==> src/rtl/ps2_keycode_decoder_pkg.sv <==
// Shared types and byte constants for the PS/2 set-2 keycode decoder.
// The decoder FSM states and the buffered key event format live here.
package ps2_pkg;

  typedef enum logic [2:0] {
    IDLE,
    EXT,
    BRK,
    EXT_BRK,
    SKIP
  } state_t;

  localparam logic [7:0] CODE_E0 = 8'hE0;
  localparam logic [7:0] CODE_E1 = 8'hE1;
  localparam logic [7:0] CODE_F0 = 8'hF0;
  localparam logic [7:0] CODE_AA = 8'hAA;
  localparam logic [7:0] CODE_FA = 8'hFA;
  localparam logic [7:0] CODE_FE = 8'hFE;
  localparam logic [7:0] CODE_00 = 8'h00;
  localparam logic [7:0] CODE_FC = 8'hFC;
  localparam logic [7:0] CODE_FF = 8'hFF;

  localparam logic [7:0] CODE_LSHIFT = 8'h12;
  localparam logic [7:0] CODE_RSHIFT = 8'h59;
  localparam logic [7:0] CODE_CTRL   = 8'h14;
  localparam logic [7:0] CODE_ALT    = 8'h11;

  // Pause/Break is E1 followed by seven more bytes that carry no key event.
  localparam logic [2:0] PAUSE_SKIP = 3'd7;

  typedef struct packed {
    logic       ext;
    logic       brk;
    logic [7:0] code;
  } ps2_event_t;

  // Keyboard status/handshake bytes that may appear between scan codes.
  function automatic logic isIdleNoise(input logic [7:0] code);
    return (code == CODE_00) || (code == CODE_AA) || (code == CODE_FA) ||
           (code == CODE_FC) || (code == CODE_FE) || (code == CODE_FF);
  endfunction

endpackage

==> src/rtl/ps2_event_fifo.sv <==
// Small synchronous FIFO of decoded key events with registered pointers
// and an occupancy count; the head entry is shown directly on o_head.
module ps2_event_fifo
  import ps2_pkg::*;
#(
  parameter int DEPTH = 4
) (
  input  logic       i_clk,
  input  logic       i_rst,
  input  logic       i_push,
  input  ps2_event_t i_push_data,
  input  logic       i_pop,
  output ps2_event_t o_head,
  output logic       o_full,
  output logic       o_empty
);

  localparam int AW = $clog2(DEPTH);
  localparam logic [AW:0] FULL_COUNT = (AW + 1)'(DEPTH);

  ps2_event_t     r_mem [DEPTH];
  logic [AW-1:0]  r_wrPtr;
  logic [AW-1:0]  r_rdPtr;
  logic [AW:0]    r_count;
  logic           w_push;
  logic           w_pop;

  assign o_empty = (r_count == '0);
  assign o_full  = (r_count == FULL_COUNT);
  assign w_pop   = i_pop && !o_empty;
  // A full FIFO can still accept a push when the head leaves in the same cycle.
  assign w_push  = i_push && (!o_full || w_pop);
  assign o_head  = o_empty ? '0 : r_mem[r_rdPtr];

  always_ff @(posedge i_clk) begin
    if (w_push && !i_rst) begin
      r_mem[r_wrPtr] <= i_push_data;
    end
  end

  always_ff @(posedge i_clk) begin
    if (i_rst) begin
      r_wrPtr <= '0;
      r_rdPtr <= '0;
      r_count <= '0;
    end else begin
      if (w_push) begin
        r_wrPtr <= r_wrPtr + AW'(1);
      end
      if (w_pop) begin
        r_rdPtr <= r_rdPtr + AW'(1);
      end
      case ({w_push, w_pop})
        2'b10:   r_count <= r_count + (AW + 1)'(1);
        2'b01:   r_count <= r_count - (AW + 1)'(1);
        default: r_count <= r_count;
      endcase
    end
  end

endmodule

==> src/rtl/ps2_keycode_decoder.sv <==
// Turns the PS/2 set-2 byte stream into make/break key events, buffers them
// behind a valid/ready handshake and tracks live Shift/Ctrl/Alt state.
module ps2_keycode_decoder
  import ps2_pkg::*;
#(
  parameter int FIFO_DEPTH = 4
) (
  input  logic       i_clk,
  input  logic       i_rst,
  input  logic [7:0] i_ps2_code,
  input  logic       i_ps2_code_new,
  input  logic       i_ps2_valid,
  output logic       o_ev_valid,
  input  logic       i_ev_ready,
  output logic [7:0] o_ev_code,
  output logic       o_ev_break,
  output logic       o_ev_ext,
  output logic       o_mod_shift,
  output logic       o_mod_ctrl,
  output logic       o_mod_alt,
  output logic       o_overflow
);

  state_t     r_state;
  logic [2:0] r_skipCnt;
  logic       r_lshift, r_rshift, r_lctrl, r_rctrl, r_lalt, r_ralt;
  logic       r_overflow;

  logic       w_accept;
  logic       w_abort;
  logic       w_emit;
  ps2_event_t w_event;
  ps2_event_t w_head;
  logic       w_full;
  logic       w_empty;
  logic       w_pop;
  logic       w_drop;

  assign w_accept = i_ps2_code_new && i_ps2_valid;
  assign w_abort  = i_ps2_code_new && !i_ps2_valid;
  assign w_pop    = !w_empty && i_ev_ready;
  assign w_drop   = w_emit && w_full && !w_pop;

  // Decide whether the byte arriving now completes a key event.
  always_comb begin
    w_emit       = 1'b0;
    w_event.ext  = 1'b0;
    w_event.brk  = 1'b0;
    w_event.code = i_ps2_code;
    if (w_accept) begin
      case (r_state)
        IDLE: begin
          if (i_ps2_code != CODE_E0 && i_ps2_code != CODE_F0 &&
              i_ps2_code != CODE_E1 && !isIdleNoise(i_ps2_code)) begin
            w_emit = 1'b1;
          end
        end
        EXT: begin
          if (i_ps2_code != CODE_E0 && i_ps2_code != CODE_F0) begin
            w_emit      = 1'b1;
            w_event.ext = 1'b1;
          end
        end
        BRK: begin
          if (i_ps2_code != CODE_E0 && i_ps2_code != CODE_F0) begin
            w_emit      = 1'b1;
            w_event.brk = 1'b1;
          end
        end
        EXT_BRK: begin
          if (i_ps2_code != CODE_E0 && i_ps2_code != CODE_F0) begin
            w_emit      = 1'b1;
            w_event.ext = 1'b1;
            w_event.brk = 1'b1;
          end
        end
        default: w_emit = 1'b0;
      endcase
      // E0-prefixed shift codes are the keyboard's fake shifts around cursor keys.
      if (w_event.ext && (i_ps2_code == CODE_LSHIFT || i_ps2_code == CODE_RSHIFT)) begin
        w_emit = 1'b0;
      end
    end
  end

  always_ff @(posedge i_clk) begin
    if (i_rst) begin
      r_state   <= IDLE;
      r_skipCnt <= '0;
    end else if (w_abort) begin
      r_state   <= IDLE;
      r_skipCnt <= '0;
    end else if (w_accept) begin
      case (r_state)
        IDLE: begin
          if (i_ps2_code == CODE_E0) begin
            r_state <= EXT;
          end else if (i_ps2_code == CODE_F0) begin
            r_state <= BRK;
          end else if (i_ps2_code == CODE_E1) begin
            r_state   <= SKIP;
            r_skipCnt <= PAUSE_SKIP;
          end
        end
        EXT: begin
          if (i_ps2_code == CODE_F0) begin
            r_state <= EXT_BRK;
          end else if (i_ps2_code != CODE_E0) begin
            r_state <= IDLE;
          end
        end
        SKIP: begin
          if (r_skipCnt <= 3'd1) begin
            r_state   <= IDLE;
            r_skipCnt <= '0;
          end else begin
            r_skipCnt <= r_skipCnt - 3'd1;
          end
        end
        default: r_state <= IDLE;
      endcase
    end
  end

  // Modifiers follow every emitted event, whether or not the FIFO had room.
  always_ff @(posedge i_clk) begin
    if (i_rst) begin
      r_lshift   <= 1'b0;
      r_rshift   <= 1'b0;
      r_lctrl    <= 1'b0;
      r_rctrl    <= 1'b0;
      r_lalt     <= 1'b0;
      r_ralt     <= 1'b0;
      r_overflow <= 1'b0;
    end else begin
      if (w_drop) begin
        r_overflow <= 1'b1;
      end
      if (w_emit) begin
        case (w_event.code)
          CODE_LSHIFT: r_lshift <= !w_event.brk;
          CODE_RSHIFT: r_rshift <= !w_event.brk;
          CODE_CTRL: begin
            if (w_event.ext) r_rctrl <= !w_event.brk;
            else             r_lctrl <= !w_event.brk;
          end
          CODE_ALT: begin
            if (w_event.ext) r_ralt <= !w_event.brk;
            else             r_lalt <= !w_event.brk;
          end
          default: ;
        endcase
      end
    end
  end

  ps2_event_fifo #(
    .DEPTH(FIFO_DEPTH)
  ) u_fifo (
    .i_clk       (i_clk),
    .i_rst       (i_rst),
    .i_push      (w_emit),
    .i_push_data (w_event),
    .i_pop       (w_pop),
    .o_head      (w_head),
    .o_full      (w_full),
    .o_empty     (w_empty)
  );

  assign o_ev_valid  = !w_empty;
  assign o_ev_code   = w_head.code;
  assign o_ev_break  = w_head.brk;
  assign o_ev_ext    = w_head.ext;
  assign o_mod_shift = r_lshift || r_rshift;
  assign o_mod_ctrl  = r_lctrl || r_rctrl;
  assign o_mod_alt   = r_lalt || r_ralt;
  assign o_overflow  = r_overflow;

endmodule

==> config.mk <==
export PLATFORM = sky130hd
export DESIGN_NAME = ps2_keycode_decoder
export DESIGN_NICKNAME = d
export VERILOG_FILES = /design/src/rtl/ps2_keycode_decoder_pkg.sv /design/src/rtl/ps2_event_fifo.sv /design/src/rtl/ps2_keycode_decoder.sv
export SDC_FILE = /design/constraint.sdc
export NUM_CORES = 1
export LEC_CHECK = 0
export BUFFER_PORTS_ARGS = -buffer_cell sky130_fd_sc_hd__buf_2
export CAP_MARGIN = 20
export CORE_ASPECT_RATIO = 2
export CORE_MARGIN = 10
export CORE_UTILIZATION = 63
export CTS_CLUSTER_DIAMETER = 150
export CTS_CLUSTER_SIZE = 28
export DETAILED_ROUTE_END_ITERATION = 6
export PLACE_DENSITY = 0.91
export SETUP_SLACK_MARGIN = 0.5
export SLEW_MARGIN = 20
export SYNTH_ARGS = -nofsm -noshare
export SYNTH_HDL_FRONTEND = slang
export SYNTH_HIERARCHICAL = 1
export SYNTH_SLANG_ARGS = --single-unit
==> constraint.sdc <==
create_clock -name i_clk -period 5.43 [get_ports i_clk]
set_clock_uncertainty 0.05 [all_clocks]
set_input_delay 0.2715 -clock i_clk [delete_from_list [all_inputs] [get_ports i_clk]]
set_output_delay 0.2715 -clock i_clk [all_outputs]
set_load 0.1 [all_outputs]
==> metrics.txt <==
cell type with the highest aggregate area in the netlist edfxtp_1; first-pass GRT wire length 10.21 mm; worst path buffer plus inverter count 1; Worst EP arrival 3030 ps; critical path depth 8; Seq/Total Area, Yosys 54.83%; setup repair after global routing missed its margin false; routed wire length 6.212 mm; post-synth net total 262; number of stages on the worst hold path 1; master cell of the clock root buffer clkbuf_8; DRC violations left 0; IO Count 28; cell-by-cell trace of the critical path or2_1 > a311oi_1 > a32oi_1 > nor4_1 > buf_4 > o41ai_4 > nor2_1 > and2_1; number of detailed-routing iterations run before antenna repair 4; Hold Crit Start i_ps2_code[0]; distinct cell type count after synthesis 56; Critical R2R Capture u_fifo/r_mem[3][1]$_DFFE_PP_; number of antenna violations at the first check in global routing 0; WHS Endpoint u_fifo/r_mem[2][0]$_DFFE_PP_; biggest fanout along the worst timing path 10; part of the cycle the worst path needs 57.36%; met1 track demand over resource in global routing 17.92%; cells resized by post-CTS repair 0; number of cell rows 35; Post-CTS Setup Bufs 0; number of global-route vias before repair 2058; total of fill cells in the finished design 306; fin cells 330; final total power 1.031 mW; Port Buffers 27; global placement routability congestion 0.8956; worst supply voltage drop on vdd 254.4 uV; total count of max-transition violations in the final report 0; Die W 68.75 microns; Overflow after GRT 0; layout cell share with drive strength beyond 1 24.00%; GRT Util Overall 16.51%; MaxCap Viol Count 0; effective utilization at floorplan 65.12%; outcome completed; total number of yosys warnings 6; post-route antenna net violation count 0; P_leak 1.242 nW; setup slack of the critical path after layout 2315 ps; critical path required time 5340 ps; via-per-instance ratio 6.218; final layout net count 290; DR iter-0 viols 84; asr flop ratio synth 0%; area of the die 8077 sq um; grt peak-use layer met2; DP Wirelength 4.472 mm; Peak Freq 321.1 MHz; largest cells by area after synthesis edfxtp_1, dfxtp_1, mux4_2; pin count of the biggest net entering global routing 19; worst hold slack 202.1 ps; met2 Resource Use GR 27.31%; power density over the cells 305.0 nW/um^2; Num Clock Sinks 62; Post-CTS Hold Fix Bufs 0; Primary FF master, synth edfxtp_1; depth of the most critical reg-to-reg path 8; Worst Path Class, Setup register to register; GR Util met3 4.576%; mapped cell area 2994 sq um; core outline area 4598 sq um; fraction of synthesized cell area taken by the top area cell type 40.12%; Max Root-Sink Buffers 2; clock period minus final worst setup slack 3115 ps; Total Negative Setup Slacks 0 ps; CP max stage delay 530 ps; clock slew seen by the registers of the worst setup and hold paths 70 ps; type of destination of the critical path register; layout overhead on the synthesized area 12.91%; post-synthesis average cell area 12.37 sq um; instance count after placement with tap cells included 314; hold violation count in the final report 0; largest delay contributor family on the critical path simple AND/OR/NAND/NOR gates; total CTS buffers 9; worst reg2reg setup slack 2320 ps; Routed WL per cell 18.82 microns; Relative slew margins 36.55%; kind of start point of the critical path register; Worst Hold Class input port to register; level count of the clock H-tree 3; Max stage delay cell, worst path a311oi_1; cells after synthesis 242; launch instance of the worst register-to-register path r_state[1]$_SDFFE_PP0P_; TritonCTS clock tree built; number of antenna diodes 0; worst-skew pair later-pin latency 330 ps; dpl ws 2294 ps; total of endpoints with negative setup slack in the final report 0; synthesis-stage register bit count 62; via count 2052; actual transition at the worst max-transition pin 943.1 ps; height of the die 117.5 microns; count of flip-flops with a built-in enable after synthesis 40
## layout by cell type, fill, tap and decap left out, drive strengths merged, types with 6 or more instances in the layout
master	instances
and2	14
ha	6
dfxtp	22
inv	12
a21oi	6
edfxtp	40
or3	7
mux2i	6
mux4	10
buf	28
nand3	8
nand2	10
clkbuf	11
nor2	22
## synthesized netlist by cell type, drive strengths merged (2+ instances only)
master	instances
nand2b	4
a31oi	2
o221a	4
and3	2
clkbuf	4
nor4b	2
mux4	10
or3	7
edfxtp	40
a211oi	2
xor2	3
nor4	5
and2	14
a21oi	6
a311oi	3
mux2i	6
xnor2	3
inv	12
nor2	22
o41ai	2
or4b	4
nor2b	5
nand2	10
nand4	2
ha	6
nor3	5
nand3	8
o21ai	3
buf	7
or2	5
dfxtp	22
## worst reg2reg max path, stage by stage, from the launching register on
cell and delay (ps):
dfxtp_1 370, or2_1 280, a311oi_1 530, a32oi_1 240, nor4_1 280, buf_4 230
o41ai_4 120, nor2_1 180, and2_1 470
## metal layers
layer	up-vias	share of wire [%]
li1	969	-
met3	14	6.2
met1	992	36
met5	-	0
met2	77	55
met4	0	3.3
## kinds of logic (layout without fill, tap and decap cells)
logic type | Yosys count | after routing | synth area share [%]
AO/OA/AOI/OAI | 32 | 32 | 8.985
XOR/XNOR | 6 | 6 | 1.755
adder cells (fa/ha/maj) | 7 | 7 | 3.176
buffers and inverters | 23 | 56 | 3.427
flip-flops | 62 | 62 | 54.83
multiplexers | 16 | 16 | 9.528
AND/OR/NAND/NOR | 96 | 96 | 18.30
## how the worst max path moves through the flow
stage	from	endpoint	slack (ps)
floorplan	i_ps2_code[4]	u_fifo/r_count[2]$_SDFFE_PP0P_	2720
global placement	i_ps2_code[0]	u_fifo/r_mem[0][2]$_DFFE_PP_	2380
detailed placement	i_ps2_code[0]	u_fifo/r_mem[0][4]$_DFFE_PP_	2290
CTS	r_state[1]$_SDFFE_PP0P_	u_fifo/r_mem[0][1]$_DFFE_PP_	2370
global route	r_state[0]$_SDFFE_PP0P_	u_fifo/r_mem[0][1]$_DFFE_PP_	2090
finish	r_state[1]$_SDFFE_PP0P_	u_fifo/r_mem[3][1]$_DFFE_PP_	2320
## per-stage QoR
stage	utilization (%)	cell area [sq um]
floorplan	-	2994
global placement	68.46	3148
finish	73.52	3381
global route	73.52	3381
CTS	73.52	3381
detailed placement	68.46	3148
## sequential cells by signal, indices dropped and copies added, names as in the netlist, 2 cells and up, named ones only
signal	cells
r_state	3
u_fifo/r_wrPtr	2
u_fifo/r_count	3
r_skipCnt	3
u_fifo/r_rdPtr	2
u_fifo/r_mem	40
## where the power goes
group          internal [mW]  switching, mW  leakage [nW]
logic                 0.0193         0.0492         0.585
registers              0.506        0.00324         0.541
clock network          0.283          0.170         0.116
## cell type report
class	count	area [sq um]	share of cell area (%)
clock buffer	11	151.4	4.478
clock inverter	5	81.33	2.406
inverter	12	45.04	1.332
multi-input combinational	157	1250	36.97
sequential	62	1642	48.56
tap	55	68.82	2.036
timing repair buffer	28	142.6	4.219
Power figures use the tool's default switching activity.
